==> config.mk <==
export PLATFORM = sky130hd
export DESIGN_NAME = online_otf_converter
export DESIGN_NICKNAME = d
export VERILOG_FILES = /design/src/rtl/online_pkg.sv /design/src/rtl/online_otf_step.sv /design/src/rtl/online_otf_converter.sv
export SDC_FILE = /design/constraint.sdc
export NUM_CORES = 1
export LEC_CHECK = 0
export ABC_AREA = 1
export CORE_MARGIN = 2
export CORE_UTILIZATION = 50
export DETAILED_ROUTE_END_ITERATION = 8
export PLACE_DENSITY = 0.77
export SLEW_MARGIN = 20
export SYNTH_ARGS = -nofsm -noshare
export SYNTH_HDL_FRONTEND = slang
export SYNTH_HIERARCHICAL = 1
export SYNTH_SLANG_ARGS = --single-unit
==> constraint.sdc <==
create_clock -name clk -period 1.5 [get_ports clk]
set_clock_uncertainty 0.15 [all_clocks]
set_input_delay 0.3 -clock clk [delete_from_list [all_inputs] [get_ports clk]]
set_output_delay 0.3 -clock clk [all_outputs]
set_load 0.01 [all_outputs]
==> src/rtl/online_pkg.sv <==
// rtl/online_pkg.sv - shared digit constants, FSM encoding and width helper for online conversion
package online_pkg;

  // Borrow-save digit pairs {p,n}; 2'b11 is also legal and means zero
  localparam logic [1:0] DIG_POS  = 2'b10;
  localparam logic [1:0] DIG_NEG  = 2'b01;
  localparam logic [1:0] DIG_ZERO = 2'b00;

  typedef enum logic [1:0] {
    ST_IDLE = 2'd0,
    ST_CONV = 2'd1,
    ST_DONE = 2'd2
  } otf_state_t;

  // Bit width of a word carrying n signed digits
  function automatic int WL_DIG(input int n);
    return 2 * n;
  endfunction

endpackage

==> src/rtl/online_otf_step.sv <==
// rtl/online_otf_step.sv - one on-the-fly conversion step: Q/QM update for a single signed digit
module online_otf_step
  import online_pkg::*;
#(
  parameter int W = 11
) (
  input  logic [1:0]   d,
  input  logic [W-1:0] q,
  input  logic [W-1:0] qm,
  output logic [W-1:0] q_next,
  output logic [W-1:0] qm_next
);

  // Append the digit to Q (value so far) and QM (value so far minus one ulp);
  // the left shift drops the MSB, which cannot matter since the result never overflows W bits
  always_comb begin
    q_next  = {q[W-2:0], 1'b0};
    qm_next = {qm[W-2:0], 1'b1};
    case (d)
      DIG_POS: begin
        q_next  = {q[W-2:0], 1'b1};
        qm_next = {q[W-2:0], 1'b0};
      end
      DIG_NEG: begin
        q_next  = {qm[W-2:0], 1'b1};
        qm_next = {qm[W-2:0], 1'b0};
      end
      default: begin
        // zero digit, including the redundant 2'b11 encoding
        q_next  = {q[W-2:0], 1'b0};
        qm_next = {qm[W-2:0], 1'b1};
      end
    endcase
  end

endmodule

==> src/rtl/online_otf_converter.sv <==
// rtl/online_otf_converter.sv - MSB-first borrow-save to two's-complement converter, one digit per clock
module online_otf_converter
  import online_pkg::*;
#(
  parameter int Stage = 10
) (
  input  logic                  clk,
  input  logic                  rst,
  input  logic                  in_valid,
  output logic                  in_ready,
  input  logic [2*Stage-1:0]    x,
  output logic                  out_valid,
  input  logic                  out_ready,
  output logic [Stage:0]        y,
  output logic                  busy
);

  localparam int XW = WL_DIG(Stage);
  localparam int RW = Stage + 1;
  localparam int CW = $clog2(Stage + 1);
  localparam logic [CW-1:0] LAST_DIG = CW'(Stage - 1);

  otf_state_t      state;
  otf_state_t      state_next;
  logic [XW-1:0]   shreg;
  logic [CW-1:0]   cnt;
  logic [RW-1:0]   q;
  logic [RW-1:0]   qm;
  logic [RW-1:0]   q_step;
  logic [RW-1:0]   qm_step;
  logic            last_digit;

  assign last_digit = (cnt == LAST_DIG);

  online_otf_step #(.W(RW)) u_step (
    .d       (shreg[XW-1:XW-2]),
    .q       (q),
    .qm      (qm),
    .q_next  (q_step),
    .qm_next (qm_step)
  );

  // Next-state and handshake outputs; DONE never accepts, so a word is not taken while one is handed out
  always_comb begin
    state_next = state;
    in_ready   = 1'b0;
    out_valid  = 1'b0;
    busy       = 1'b0;
    case (state)
      ST_IDLE: begin
        in_ready = 1'b1;
        if (in_valid) state_next = ST_CONV;
      end
      ST_CONV: begin
        busy = 1'b1;
        if (last_digit) state_next = ST_DONE;
      end
      ST_DONE: begin
        out_valid = 1'b1;
        if (out_ready) state_next = ST_IDLE;
      end
      default: state_next = ST_IDLE;
    endcase
  end

  // State register
  always_ff @(posedge clk) begin
    if (rst) state <= ST_IDLE;
    else     state <= state_next;
  end

  // Datapath: load on accept, consume one digit per CONV cycle, capture y only on entry to DONE
  always_ff @(posedge clk) begin
    if (rst) begin
      shreg <= '0;
      cnt   <= '0;
      q     <= '0;
      qm    <= '1;
      y     <= '0;
    end else begin
      case (state)
        ST_IDLE: begin
          if (in_valid) begin
            shreg <= x;
            cnt   <= '0;
            q     <= '0;
            qm    <= '1;
          end
        end
        ST_CONV: begin
          shreg <= {shreg[XW-3:0], 2'b00};
          q     <= q_step;
          qm    <= qm_step;
          cnt   <= cnt + 1'b1;
          if (last_digit) y <= q_step;
        end
        default: begin
        end
      endcase
    end
  end

endmodule

==> results of run 1 <==
[worst max-delay path, stage by stage, from the launching register on]
cell and delay [ns]:
dfxtp_2 0.35, inv_2 0.05, ha_4 0.29, inv_6 0.05, buf_12 0.13, nand2_4 0.06, nand2_2 0.07, nand3b_1 0.17
nand2_1 0.09, nor2_1 0.04
[per-stage QoR]
stage                     setup TNS, ns  setup slack, ns   util
final                            -0.286          -0.0622  0.683
after global routing              -1.25           -0.104  0.683
after CTS                        -0.173           -0.114  0.667
after detailed placement          -6.82           -0.207  0.610
after global placement            -6.11           -0.173  0.610
after floorplan                       0           0.0105      -
[repair_timing]
action / 4_1_cts / 5_1_grt
resized for setup: 47 / 24
hold buffers: 0 / 0
buffers inserted: 2 / 1
pin swaps: 12 / 9
gates cloned: 1 / 1
setup endpoints to repair: 44 / 39
[final timing paths]
check | startpoint | end | slack [ns] | depth (start not counted)
max reg2reg | shreg[18]$_SDFFE_PP0P_ | y[6]$_SDFFE_PP0P_ | -0.06 | 9
min | in_valid | state[0]$_SDFFE_PP0P_ | 0.31 | 3
max | shreg[18]$_SDFFE_PP0P_ | y[6]$_SDFFE_PP0P_ | -0.06 | 9
min reg2reg | shreg[1]$_SDFFE_PP0P_ | shreg[1]$_SDFFE_PP0P_ | 0.31 | 2
[power by group through the flow]
stage                     combinational, W  clock [W]  sequential (W)
final                             0.000697    0.00152         0.00163
after global routing              0.000754    0.00161         0.00163
after CTS                         0.000639    0.00152         0.00163
after detailed placement          0.000578          0         0.00166
after global placement            0.000572          0         0.00166
after floorplan                   0.000382          0         0.00165
[sequential cells by signal, indices dropped and copies added, names as in the netlist]
name	cells
q	10
cnt	4
shreg	20
y	11
state	2
qm	10
[area by class of cell]
| type | count | area [sq um] |
|---|---|---|
| clock buffer | 14 | 173 |
| clock inverter | 2 | 35.0 |
| fill | 472 | 1750 |
| inverter | 26 | 103 |
| multi-input combinational | 326 | 1540 |
| sequential | 57 | 1150 |
| tap | 72 | 90.1 |
| timing repair buffer | 69 | 669 |
[metal layers]
layer | share of wire | global-route usage
met5 | 0 | 0
met3 | 0.068 | 0.0622
met1 | 0.43 | 0.299
met4 | 0.035 | 0.100
met2 | 0.47 | 0.384
==> reports/metrics.cfg, run 1 <==
[run_status]
run_status = finished, violations left
violations = setup timing

[power]
seqPwrFrac = 0.424
power_frac_clock = 0.395
p_leak_nw = 1.83
total_power_w = 0.00384
power_frac_comb = 0.181
vdd_drop_max_mv = 0.612
p_switching_w = 0.00104
power_density_nw_per_um2 = 1020
p_int_w = 0.00280
netSwitchingFraction = 0.272

[grt]
grt_usage = 0.237
grt_pass1_wl_um = 11600
first_global_vias = 2544
grt_antenna_before_repair = 0
grt_max_degree = 29
grt-ovfl-total = 0

[setup_path]
critical_path_class = reg2reg
cp.required_ns = 1.58
worstSetupStartpointType = flop
cp_max_fo = 5
cp-end-kind = flop
cp.arrival_ns = 1.64

[place]
place_congestion = 0.825
place_inst = 545
dp.final_hpwl_um = 4360
dpl-instance-area_sq_um = 3360
port_buffers = 37

[die]
io_pins = 38
initial_core_util = 0.516
die_area_sq_um = 6300
die_h_um = 79.4
die_w_um = 79.4
core_area_sq_um = 5510
std_cell_rows = 27

[clock_network]
clockRootBuffer = clkbuf_8
worstSkewPairLatency_ns = 0.33
clk_path_buf_depth = 2
cts_buffers = 9
h-tree-depth = 3
clkSinkCount = 57
cts_tree = built
clkTransAtPathRegs_ns = 0.07

[sta]
finalMaxSlewViolations = 0
finalSetupViolations = 12
min_period_ns = 1.56
hold_ws_ns = 0.307
finalCritPeriodShare = 1.04
hold_viol = 0
tightestPinTransition_ns = 0.356
rsz0062_at_grt = true
relSlewSlack = 0.762
fmax_mhz = 640
worst_slack_ns = -0.0622

[drt]
vias = 2953
drcViolationCount = 0
postRouteAntennaNets = 0
initialDrtViolationCount = 273
wire_per_inst_um = 13.0
via_per_inst = 5.22
finalWirelength_um = 7380
first_pass_iters = 5

[cells_and_area]
stdcell_area_sq_um = 3760
fin_nets = 517
drive_above_1_share = 0.174
diodes = 0
area_growth_pct = 32.4
stdcell_count = 566
most-common-layout-cells = nand2_1 (158), nor2_1 (55), dfxtp_1 (53)
layout_commonest_cell = nand2_1

[yosys]
syn_inst = 436
yosys_warnings = 6
synth_area_per_cell_sq_um = 6.51
netlist_area_sq_um = 2840
syn_nets = 464

[worst_hold_path]
hold_class = in2reg

[run]
drv_cap = 0

(Power assumes the default switching activity.)
==> run 2, diff against run 1 <==
--- a/config.mk
+++ b/config.mk
@@ -8,7 +8,9 @@
 export ABC_AREA = 1
 export CORE_MARGIN = 2
 export CORE_UTILIZATION = 50
+export CTS_CLUSTER_SIZE = 8
 export DETAILED_ROUTE_END_ITERATION = 8
+export MAX_ROUTING_LAYER = met4
 export PLACE_DENSITY = 0.77
 export SLEW_MARGIN = 20
 export SYNTH_ARGS = -nofsm -noshare
==> run 2 against run 1 <==
Net effect:
- the run still ends with setup timing left
- highest routed layer unchanged
- critical path depth unchanged
- sequential power about the same
- critical path type unchanged
- cell area unchanged
- flip-flop and latch count unchanged
- global-route usage up 0.64 points
- utilization unchanged
- via count up 0.20%
- setup slack worse by 0.0053 ns
- largest power group unchanged
- die area unchanged
==> reports/metrics.cfg, run 2 (synthesized netlist as in run 1, its figures left out) <==
[power]
total_power_w = 0.00383  ; -0.18%
netSwitchingFraction = 0.270  ; -0.00133
p_switching_w = 0.00104  ; -0.67%
vdd_drop_max_mv = 0.616  ; +0.58%
power_frac_clock = 0.394  ; about the same
p_int_w = 0.00280  ; about the same
p_leak_nw = 1.83  ; unchanged
seqPwrFrac = 0.425  ; about the same
power_frac_comb = 0.182  ; about the same
power_density_nw_per_um2 = 1020  ; -0.18%

[clock_network]
clkTransAtPathRegs_ns = 0.07  ; about the same
clk_path_buf_depth = 2  ; unchanged
clockRootBuffer = clkbuf_8
cts_buffers = 9  ; unchanged
cts_tree = built
h-tree-depth = 3  ; unchanged
clkSinkCount = 57  ; unchanged
worstSkewPairLatency_ns = 0.33  ; about the same

[run_status]
violations = setup timing
run_status = finished, violations left

[grt]
grt-ovfl-total = 0  ; unchanged
grt_pass1_wl_um = 11600  ; unchanged
first_global_vias = 2544  ; unchanged
grt_usage = 0.244  ; +0.00644
grt_max_degree = 29  ; unchanged
grt_antenna_before_repair = 0  ; unchanged

[die]
die_w_um = 79.4  ; unchanged
die_h_um = 79.4  ; unchanged
core_area_sq_um = 5510  ; unchanged
die_area_sq_um = 6300  ; unchanged
std_cell_rows = 27  ; unchanged
initial_core_util = 0.516  ; unchanged
io_pins = 38  ; unchanged

[cells_and_area]
regMostFlops = shreg
largest_register_ff_count = 20  ; unchanged
area_growth_pct = 32.4  ; unchanged
diodes = 0  ; unchanged
most-common-layout-cells = nand2_1 (158), nor2_1 (55), dfxtp_1 (53)
reg_top3 = shreg x20, y x11
layout_commonest_cell = nand2_1
stdcell_area_sq_um = 3760  ; unchanged
fin_nets = 517  ; unchanged
drive_above_1_share = 0.174  ; unchanged

[drt]
finalWirelength_um = 7350  ; -0.45%
wire_per_inst_um = 13.0  ; -0.45%
first_pass_iters = 4  ; -1
drcViolationCount = 0  ; unchanged
initialDrtViolationCount = 276  ; +1.1%
vias = 2959  ; +0.20%
via_per_inst = 5.23  ; +0.20%
postRouteAntennaNets = 0  ; unchanged

[place]
port_buffers = 37  ; unchanged
dp.final_hpwl_um = 4360  ; unchanged
place_congestion = 0.838  ; +1.5%
dp_slack_ns = -0.207  ; unchanged
dpl-instance-area_sq_um = 3360  ; unchanged

[setup_path]
reg2reg_from = shreg[18]$_SDFFE_PP0P_
cp_max_fo = 5  ; unchanged
cp-end-kind = flop
cp.required_ns = 1.58  ; about the same
rr_endpoint = y[6]$_SDFFE_PP0P_
crit_end = y[6]$_SDFFE_PP0P_
rrSetupSlack_ns = -0.07  ; about the same
rr_worst_depth = 9  ; unchanged
critical_path_class = reg2reg
cp.arrival_ns = 1.64  ; about the same
crit_start = shreg[18]$_SDFFE_PP0P_
worstSetupStartpointType = flop

[sta]
finalCritPeriodShare = 1.04  ; +0.00355
fmax_mhz = 638  ; -0.34%
tns_ns = -0.311  ; -0.0242 ns
tightestPinTransition_ns = 0.360  ; +0.00410 ns
hold_viol = 0  ; unchanged
rsz0062_at_grt = true
min_period_ns = 1.57  ; +0.00532 ns
relSlewSlack = 0.760  ; -0.00274
hold_ws_ns = 0.308  ; +0.00120 ns
worst_slack_ns = -0.0675  ; -0.00532 ns
finalMaxSlewViolations = 0  ; unchanged
finalSetupViolations = 12  ; unchanged

[run]
drv_cap = 0  ; unchanged

[worst_hold_path]
hold_class = in2reg

## run 2: cell counts in the layout (fill, tap and decap cells not counted)
Identical to the previous run, type by type.
## run 2: area by class of cell
type	count	area, sq um
fill	472	1750
multi-input combinational	326	1540
sequential	57	1150
clock buffer	14	173
timing repair buffer	69	669
tap	72	90.1
inverter	26	103
clock inverter	2	35.0
## run 2: worst min path at each step
stage                     startpoint               endpoint  cells past startpoint
2_1_floorplan  shreg[0]$_SDFFE_PP0P_  shreg[0]$_SDFFE_PP0P_                      2
3_3_place_gp   shreg[0]$_SDFFE_PP0P_  shreg[0]$_SDFFE_PP0P_                      2
3_5_place_dp   shreg[1]$_SDFFE_PP0P_  shreg[1]$_SDFFE_PP0P_                      2
4_1_cts        shreg[1]$_SDFFE_PP0P_  shreg[1]$_SDFFE_PP0P_                      2
5_1_grt                     in_valid  state[0]$_SDFFE_PP0P_                      3
6_report                    in_valid  state[0]$_SDFFE_PP0P_                      3
## run 2: critical path, cell delays in order, from the launching register on
cell	delay [ns]
dfxtp_2	0.35
inv_2	0.05
ha_4	0.29
inv_6	0.05
buf_12	0.13
nand2_4	0.06
nand2_2	0.07
nand3b_1	0.18
nand2_1	0.09
nor2_1	0.04
## run 2: routing by layer
layer	global-route usage	routed length (um)
met5	-	0
met4	0.100	165
met3	0.0622	540
met2	0.384	3490
met1	0.299	3150
## run 2: power groups by stage
stage,logic [W],registers (W),clock network [W]
2_1_floorplan,0.000382,0.00165,0
3_3_place_gp,0.000572,0.00166,0
3_5_place_dp,0.000578,0.00166,0
4_1_cts,0.000639,0.00163,0.00152
5_1_grt,0.000754,0.00163,0.00161
6_report,0.000697,0.00163,0.00151
## run 2: metrics by stage
step                      utilization  std cells
after global routing            0.683        566
after detailed placement        0.610        545
final                           0.683        566
after floorplan                     -        436
after CTS                       0.667        564
after global placement          0.610        545
## run 2: what timing repair did
action | CTS | global route
hold buffers | 0 | 0
buffers inserted | 2 | 1
endpoints found under the setup margin | 44 | 39
gates cloned | 1 | 1
pin swaps | 12 | 9
gates resized for setup | 47 | 24
